$ cat src/rtl/handshake_constant_seq.sv
// Purpose  : each accepted ctrl token emits the next entry of a compile-time constant table.
// Latency  : 1 cycle from ctrl accept to outs_valid; sustains 1 token/cycle.
// Backpress: 2-entry skid buffer; ctrl_ready is a pure register decode, never follows outs_ready.
//
// Ports
//   clk         rising-edge clock for all state
//   rst         asynchronous active-low reset (0 = reset)
//   restart     synchronous: the token accepted this cycle uses entry 0, index returns to 0
//   ctrl_valid  control token present            ctrl_ready  token accepted this cycle
//   outs        constant carried by head token   outs_valid  head token present
//   outs_ready  consumer takes head token        idx         entry the next accepted token uses
module handshake_constant_seq #(
   parameter int                              DATA_WIDTH = 32,
   parameter int                              NUM_VALUES = 4,
   parameter logic [NUM_VALUES*DATA_WIDTH-1:0] VALUES     = {32'h3, 32'h2, 32'h1, 32'h15},
   parameter bit                              WRAP       = 1'b1,
   localparam int                             IDX_W      = (NUM_VALUES > 1) ? $clog2(NUM_VALUES) : 1
) (
   input  logic                  clk,
   input  logic                  rst,
   input  logic                  restart,
   input  logic                  ctrl_valid,
   output logic                  ctrl_ready,
   output logic [DATA_WIDTH-1:0] outs,
   output logic                  outs_valid,
   input  logic                  outs_ready,
   output logic [IDX_W-1:0]      idx
);

   // Elaboration-time sanity on the table shape.
   if (NUM_VALUES < 1) begin : g_bad_num_values
      $error("handshake_constant_seq: NUM_VALUES must be >= 1");
   end
   if (DATA_WIDTH < 1) begin : g_bad_data_width
      $error("handshake_constant_seq: DATA_WIDTH must be >= 1");
   end

   // Buffer occupancy. The state encodes both valid bits:
   //   EMPTY: nothing held; ONE: main holds the head token; FULL: main + skid both hold tokens.
   localparam logic [1:0] EMPTY = 2'd0;
   localparam logic [1:0] ONE   = 2'd1;
   localparam logic [1:0] FULL  = 2'd2;

   localparam logic [IDX_W-1:0] LAST_IDX = IDX_W'(NUM_VALUES - 1);

   logic [1:0]            state_q, state_d;
   logic [DATA_WIDTH-1:0] main_dat_q, main_dat_d;
   logic [DATA_WIDTH-1:0] skid_dat_q, skid_dat_d;
   logic [IDX_W-1:0]      idx_q, idx_d;

   logic                  main_vld;
   logic                  skid_vld;
   logic                  accept;
   logic                  in_fire;
   logic                  out_fire;
   logic [IDX_W-1:0]      sel;
   logic [DATA_WIDTH-1:0] sel_val;

   assign main_vld = (state_q == ONE) || (state_q == FULL);
   assign skid_vld = (state_q == FULL);

   // Externally the block is never ready while held in reset. Internally the
   // state update can ignore rst: every register is forced clear while rst=0,
   // so gating the next-state logic with rst would change nothing.
   assign accept     = ~skid_vld;
   assign ctrl_ready = rst & accept;
   assign in_fire    = ctrl_valid & accept;
   assign out_fire   = main_vld & outs_ready;

   assign outs       = main_dat_q;
   assign outs_valid = main_vld;
   assign idx        = idx_q;

   // restart redirects the token accepted in the same cycle to entry 0.
   assign sel = restart ? '0 : idx_q;

   // Table lookup; written as a compare-and-select so non-power-of-two tables
   // never index past the flat parameter.
   always_comb begin
      sel_val = '0;
      for (int i = 0; i < NUM_VALUES; i++) begin
         if (sel == IDX_W'(i)) begin
            sel_val = VALUES[i*DATA_WIDTH +: DATA_WIDTH];
         end
      end
   end

   // Index advance. With a single-entry table sel is always 0 == LAST_IDX,
   // so both WRAP settings keep the index at 0.
   always_comb begin
      idx_d = sel;
      if (in_fire) begin
         if (sel == LAST_IDX) begin
            idx_d = WRAP ? '0 : LAST_IDX;
         end else begin
            idx_d = sel + IDX_W'(1);
         end
      end
   end

   // Skid buffer next state. New tokens always enter main when main is free or
   // being drained in the same cycle; skid is only filled when main stalls.
   always_comb begin
      state_d    = state_q;
      main_dat_d = main_dat_q;
      skid_dat_d = skid_dat_q;
      case (state_q)
         EMPTY: begin
            if (in_fire) begin
               main_dat_d = sel_val;
               state_d    = ONE;
            end
         end
         ONE: begin
            if (in_fire && out_fire) begin
               main_dat_d = sel_val;
            end else if (in_fire) begin
               skid_dat_d = sel_val;
               state_d    = FULL;
            end else if (out_fire) begin
               state_d    = EMPTY;
            end
         end
         FULL: begin
            // ctrl_ready is low here, so only the drain side can move.
            if (out_fire) begin
               main_dat_d = skid_dat_q;
               state_d    = ONE;
            end
         end
         default: begin
            state_d = EMPTY;
         end
      endcase
   end

   always_ff @(posedge clk or negedge rst) begin
      if (!rst) begin
         state_q    <= EMPTY;
         main_dat_q <= '0;
         skid_dat_q <= '0;
         idx_q      <= '0;
      end else begin
         state_q    <= state_d;
         main_dat_q <= main_dat_d;
         skid_dat_q <= skid_dat_d;
         idx_q      <= idx_d;
      end
   end

endmodule

$ cat config.mk
export PLATFORM = sky130hd
export DESIGN_NAME = handshake_constant_seq
export DESIGN_NICKNAME = d
export VERILOG_FILES = /design/src/rtl/handshake_constant_seq.sv
export SDC_FILE = /design/constraint.sdc
export NUM_CORES = 1
export LEC_CHECK = 0
export CORE_ASPECT_RATIO = 1.2
export CORE_MARGIN = 2
export CORE_UTILIZATION = 42
export DETAILED_ROUTE_END_ITERATION = 12
export PLACE_DENSITY = 0.89
export SLEW_MARGIN = 10
export SYNTH_ARGS = -nofsm -noshare
export SYNTH_HDL_FRONTEND = slang
export SYNTH_SLANG_ARGS = --single-unit
$ cat constraint.sdc
create_clock -name clk -period 3.65 [get_ports clk]
set_input_delay 0.73 -clock clk [delete_from_list [all_inputs] [get_ports clk]]
set_output_delay 0.73 -clock clk [all_outputs]
set_load 0.005 [all_outputs]
==> results.py, run 1 <==
metrics = {
    "run_status": {
        "outcome": "completed",
    },
    "power_and_ir_drop": {
        "peakVddDrop_v": 0.000267,
        "clockPowerShare": 0.126,
        "p_total_uw": 583,
        "power_leakage_uw": 0.000442,
        "p_seq_frac": 0.319,
        "p_sw_frac": 0.364,
        "p_int_uw": 371,
        "p_switching_uw": 213,
        "combPwrFrac": 0.556,
        "power.density_nw_per_um2": 666,
    },
    "cells_and_area": {
        "multiInputGateArea_sq_um": 437,
        "seq_area_sq_um": 250,
        "area.growth.synth_to_final_pct": 6.06,
        "nFillCells": 196,
        "fin_area_sq_um": 876,
        "fin_nets": 112,
        "num_antenna_cells": 0,
        "drive_above_1_share": 0.0909,
    },
    "timing": {
        "max_freq_mhz": 361,
        "hold_viol_final": 0,
        "finalCritPeriodShare": 0.760,
        "finalSetupTns_ns": 0,
        "fin_crit_ns": 2.77,
        "clock-skew-final_ns": 0.00219,
        "slew_viol_final": 0,
        "rsz0062_at_grt": "false",
        "setup_viol_count_final": 0,
    },
    "clocking": {
        "cts-root-buf": "clkbuf_4",
        "clkTransAtPathRegs_ns": 0.06,
        "cts_tree": "done",
        "htreeDepth": 1,
        "hold_buffers": 0,
        "post_cts_resized": 0,
        "cts_setup_buffers": 0,
        "clk_latency_ns": 0.26,
        "clock_sinks": 10,
        "numCtsBuffers": 3,
        "clk_path_buf_depth": 2,
    },
    "synthesis": {
        "synth_top_area_share": 0.303,
        "netlist_area_sq_um": 826,
        "async_flop_share": 1.00,
        "yosysWarnings": 0,
        "synth-seq-cells": 10,
        "yosysTopAreaCell": "dfrtp_1",
        "synth_most_common_cell": "buf_4",
        "synth-seq-area-share": 0.303,
        "synth_edf_count": 0,
        "syn_inst": 86,
        "synth.area.top_cells": "dfrtp_1 (30%), buf_4 (27%), ha_1 (9.1%)",
        "netlist_top_cells_count": "buf_4 (30), dfrtp_1 (10), ha_1 (6), nand2_1 (6), o21ai_0 (5)",
        "avgSynthCellArea_sq_um": 9.60,
        "synth_cell_types": 24,
        "synth_ff_type": "dfrtp_1",
    },
    "worst_setup_path": {
        "cp_data_required_time_ns": 2.92,
        "cp.arrival_ns": 2.04,
        "endpoint_kind": "output pin",
        "crit_slowest_cell": "clkdlybuf4s50_1",
        "max_stage_delay_ns": 0.51,
        "worstSetupPathType": "input port to output pin",
        "path_delay_family": "buffers and inverters",
        "path_common_cell": "clkdlybuf4s50_1",
        "crit_chain": "clkdlybuf4s50_1, buf_4, nor2b_1, clkdlybuf4s50_1",
        "critPathMaxFanout": 11,
        "cp-start-kind": "input port",
        "cp_num_buf_inv": 3,
    },
    "global_routing": {
        "grt_pass1_wl_microns": 1950,
        "grt_pass1_vias": 475,
        "grt_usage": 0.122,
        "antenna_found_initial": 0,
        "grt_max_degree": 12,
        "grt-ovfl-total": 0,
    },
    "hold_path": {
        "hp-class": "flop to flop",
    },
    "place": {
        "port_buffers": 12,
        "gp_congestion": 0.722,
        "place_hpwl_microns": 1010,
        "dpl_cell_area_sq_um": 853,
    },
    "floorplanning": {
        "core_sq_um": 1850,
        "io_pins": 41,
        "dieWidth_microns": 44.5,
        "start_util": 0.446,
        "rows": 17,
        "die_area_sq_um": 2340,
        "die_h_microns": 52.6,
    },
    "routing": {
        "drtIter0Drc": 5,
        "ant_nets": 0,
        "viasPerCell": 4.44,
        "dr.pass1.iters": 4,
        "wl_per_cell_microns": 10.3,
        "vias": 524,
        "drc": 0,
        "routed_wl_microns": 1210,
    },
    "flow_run": {
        "maxCapViolCount": 0,
    },
}
registers in the layout, indices dropped and copies added (netlist names):
register    cells
outs            3
skid_dat_q      3
state_q         2
idx             2
kinds of logic (layout without fill, tap and decap cells):
family / Yosys count / in the layout / synth area share
other: 1 / 28 / 0.00454
and+or+nand+nor: 16 / 16 / 0.123
muxes: 6 / 6 / 0.0803
xor gates and xnor gates: 1 / 1 / 0.0106
DFF: 10 / 10 / 0.303
AOI/OAI and AO/OA: 12 / 12 / 0.0970
buffers and inverters: 34 / 20 / 0.291
adders and majority gates: 6 / 6 / 0.0909
power groups by stage:
| stage | clock network (uW) | logic, uW | registers, uW |
|---|---|---|---|
| 3_5_place_dp | 0 | 329 | 189 |
| 2_1_floorplan | 0 | 236 | 186 |
| 6_report | 73.2 | 324 | 186 |
| 3_3_place_gp | 0 | 312 | 187 |
| 4_1_cts | 76.7 | 330 | 187 |
| 5_1_grt | 80.1 | 361 | 194 |
tightest hold or removal path, stage by stage (launching register included):
cell and delay [ns]:
dfrtp_1 0.35, nand2_1 0.05, o21ai_0 0.06
placed cells by master (no fill, tap or decap), types with 3 or more instances in the layout:
cell and n:
nor2b_1 3, mux2_1 4, ha_1 6, inv_1 4, nand2_1 6, o21ai_0 5
conb_1 28, clkbuf_4 3, dfrtp_1 10, clkdlybuf4s50_1 12, nand2b_1 3
through the flow:
step,cells,hold WS (ns),utilization,setup WS (ns)
2_1_floorplan,113,0.434,-,1.91
3_3_place_gp,115,0.465,0.461,0.908
3_5_place_dp,115,0.476,0.461,0.886
4_1_cts,118,0.490,0.473,0.875
5_1_grt,118,0.519,0.473,0.810
6_report,118,0.490,0.473,0.877
area by class of cell:
type	instances	area share
well taps	19	0.0271
flip-flops and latches	10	0.286
inverters	4	0.0171
repair buffers	13	0.146
multi-input cells	69	0.499
clock buffers	3	0.0257
path summary, 6_finish.rpt:
| kind | startpoint | to | slack (ns) | cells after the start |
|---|---|---|---|---|
| worst min-delay path | skid_dat_q[0]$_DFFE_PN0P_ | skid_dat_q[0]$_DFFE_PN0P_ | 0.49 | 2 |
| worst min register to register | skid_dat_q[0]$_DFFE_PN0P_ | skid_dat_q[0]$_DFFE_PN0P_ | 0.49 | 2 |
| min in group asynchronous | rst | skid_dat_q[2]$_DFFE_PN0P_ | 0.76 | 2 |
| worst max-delay path | rst | ctrl_ready | 0.88 | 4 |
| max in group asynchronous | rst | skid_dat_q[1]$_DFFE_PN0P_ | 2.75 | 2 |
| worst max register to register | state_q[0]$_DFFE_PN0P_ | state_q[1]$_DFFE_PN0P_ | 1.76 | 6 |
routing by layer:
| metal | wire [microns] | up-vias | GRT usage |
|---|---|---|---|
| li1 | - | 251 | - |
| met1 | 448 | 247 | 0.119 |
| met2 | 647 | 22 | 0.205 |
| met3 | 71 | 4 | 0.0207 |
| met4 | 44 | 0 | 0.121 |
| met5 | 0 | - | 0 |
(Power assumes the default switching activity.)
==> run 2, diff against run 1 <==
Settings changed: CORE_UTILIZATION 42 to 36, PLACE_DENSITY 0.89 to 0.82.
Clock period 3.65 ns to 2.4 ns, I/O delays scaled along.
==> run 2 against run 1 <==
- global-route usage down 1.7 points
- first-iteration DRC count did not move
- largest cell class unchanged
- sequential share of layout area shrank 0.72 points
- critical path depth did not move
- sequential power is 53% higher
==> results.py, run 2 (synthesized netlist as in run 1, its figures left out) <==
metrics = {
    "worst_setup_path": {
        "endpoint_kind": "output pin",
        "rr_worst_depth": 5,
        "cp.arrival_ns": 1.64,
        "cp_data_required_time_ns": 1.92,
        "critPathMaxFanout": 6,
        "r2r_end": "outs[2]$_DFFE_PN0P_",
        "cp-start-kind": "flop",
        "worstSetupPathType": "flop to output pin",
        "reg2reg_setup_slack_ns": 0.70,
        "reg2reg_from": "state_q[0]$_DFFE_PN0P_",
    },
    "cells_and_area": {
        "drive_above_1_share": 0.100,
        "nFillCells": 239,
        "multiInputGateArea_sq_um": 437,
        "fin_nets": 113,
        "area.growth.synth_to_final_pct": 8.79,
        "seq_area_sq_um": 250,
        "layout_commonest_cell": "conb_1",
        "final_cell_mix": "conb_1 (28), clkdlybuf4s50_1 (12), dfrtp_1 (10), nand2_1 (6), ha_1 (6)",
        "num_antenna_cells": 0,
    },
    "hold_path": {
        "hold_end": "skid_dat_q[0]$_DFFE_PN0P_",
        "hp-class": "flop to flop",
        "hold_start": "skid_dat_q[0]$_DFFE_PN0P_",
        "hold_depth": 2,
    },
    "place": {
        "place_hpwl_microns": 1010,
        "port_buffers": 12,
        "gp_congestion": 0.752,
    },
    "timing": {
        "rsz0062_at_grt": "false",
        "finalCritPeriodShare": 0.883,
        "hold_viol_final": 0,
        "clock-skew-final_ns": 0.000972,
        "setup_viol_count_final": 0,
        "finalSetupTns_ns": 0,
        "max_freq_mhz": 472,
        "holdWs_ns": 0.485,
        "slew_viol_final": 0,
        "fin_crit_ns": 2.12,
    },
    "routing": {
        "vias": 536,
        "wl_per_cell_microns": 9.08,
        "dr.pass1.iters": 3,
        "routed_wl_microns": 1190,
        "viasPerCell": 4.09,
        "drc": 0,
        "ant_nets": 0,
        "drtIter0Drc": 5,
    },
    "clocking": {
        "numCtsBuffers": 3,
        "cts_tree": "done",
        "cts-root-buf": "clkbuf_4",
        "clock_sinks": 10,
        "clk_latency_ns": 0.26,
        "clk_path_buf_depth": 2,
        "clkTransAtPathRegs_ns": 0.06,
        "htreeDepth": 1,
        "cts_setup_buffers": 0,
        "hold_buffers": 0,
        "post_cts_resized": 0,
    },
    "floorplanning": {
        "rows": 19,
        "dieWidth_microns": 47.7,
        "io_pins": 41,
        "die_h_microns": 56.5,
        "start_util": 0.370,
        "core_sq_um": 2230,
        "die_area_sq_um": 2690,
    },
    "global_routing": {
        "grt_max_degree": 11,
        "grt-ovfl-total": 0,
        "grt_pass1_wl_microns": 2040,
        "antenna_found_initial": 0,
        "grt_pass1_vias": 498,
        "grt_usage": 0.105,
    },
    "flow_run": {
        "maxCapViolCount": 0,
    },
    "power_and_ir_drop": {
        "power_leakage_uw": 0.000447,
        "power.density_nw_per_um2": 991,
        "peakVddDrop_v": 0.000477,
    },
    "run_status": {
        "outcome": "completed",
    },
}
-- run 2: cell types whose count changed in the layout (fill, tap and decap cells not counted) --
cell   before  now
buf_4       1    2
-- run 2: critical path, stage by stage (launching register included) --
cell and delay (ns):
dfrtp_1 0.38, inv_1 0.09, ha_1 0.28, nor2b_1 0.13, clkdlybuf4s50_1 0.50
-- run 2: final cells by class --
cell class,instances,share of cell area
Multi-Input combinational cell,69,0.486
Sequential cell,10,0.279
Timing Repair Buffer,14,0.150
Tap cell,31,0.0432
Clock buffer,3,0.0251
Inverter,4,0.0167
-- run 2: how the worst max path moves through the flow --
stage / start / endpoint / slack [ns] / cells after the start
after floorplan: state_q[1]$_DFFE_PN0P_ / state_q[1]$_DFFE_PN0P_ / 0.82 / 6
after global placement: rst / ctrl_ready / 0.32 / 3
after detailed placement: rst / ctrl_ready / 0.31 / 3
after CTS: state_q[0]$_DFFE_PN0P_ / ctrl_ready / 0.25 / 4
after global routing: state_q[0]$_DFFE_PN0P_ / ctrl_ready / 0.17 / 4
final: state_q[0]$_DFFE_PN0P_ / ctrl_ready / 0.28 / 4
-- run 2: metal layers --
metal / vias to the layer above / part of all wire / GRT usage
met1: 256 / 0.39 / 0.119
met4: 0 / 0.030 / 0.0849
met2: 26 / 0.51 / 0.166
met5: - / 0 / 0
li1: 251 / - / -
met3: 3 / 0.068 / 0.00965
-- run 2: stage by stage --
stage	cells	utilization	setup WS, ns	cell area, sq um	total power [uW]
floorplan	113	-	0.822	927	642
global placement	128	0.392	0.315	876	771
detailed placement	128	0.392	0.312	876	790
CTS	131	0.402	0.246	898	908
global route	131	0.402	0.171	898	979
finish	131	0.402	0.282	898	891
-- run 2: power breakdown --
group / switching, uW / total [uW] / leakage (uW) / internal (uW)
sequential: 42.9 / 285 / 0.000120 / 242
combinational: 224 / 493 / 0.000313 / 269
clock: 54.6 / 112 / 0.0000138 / 57.8
total: 321 / 891 / 0.000447 / 569
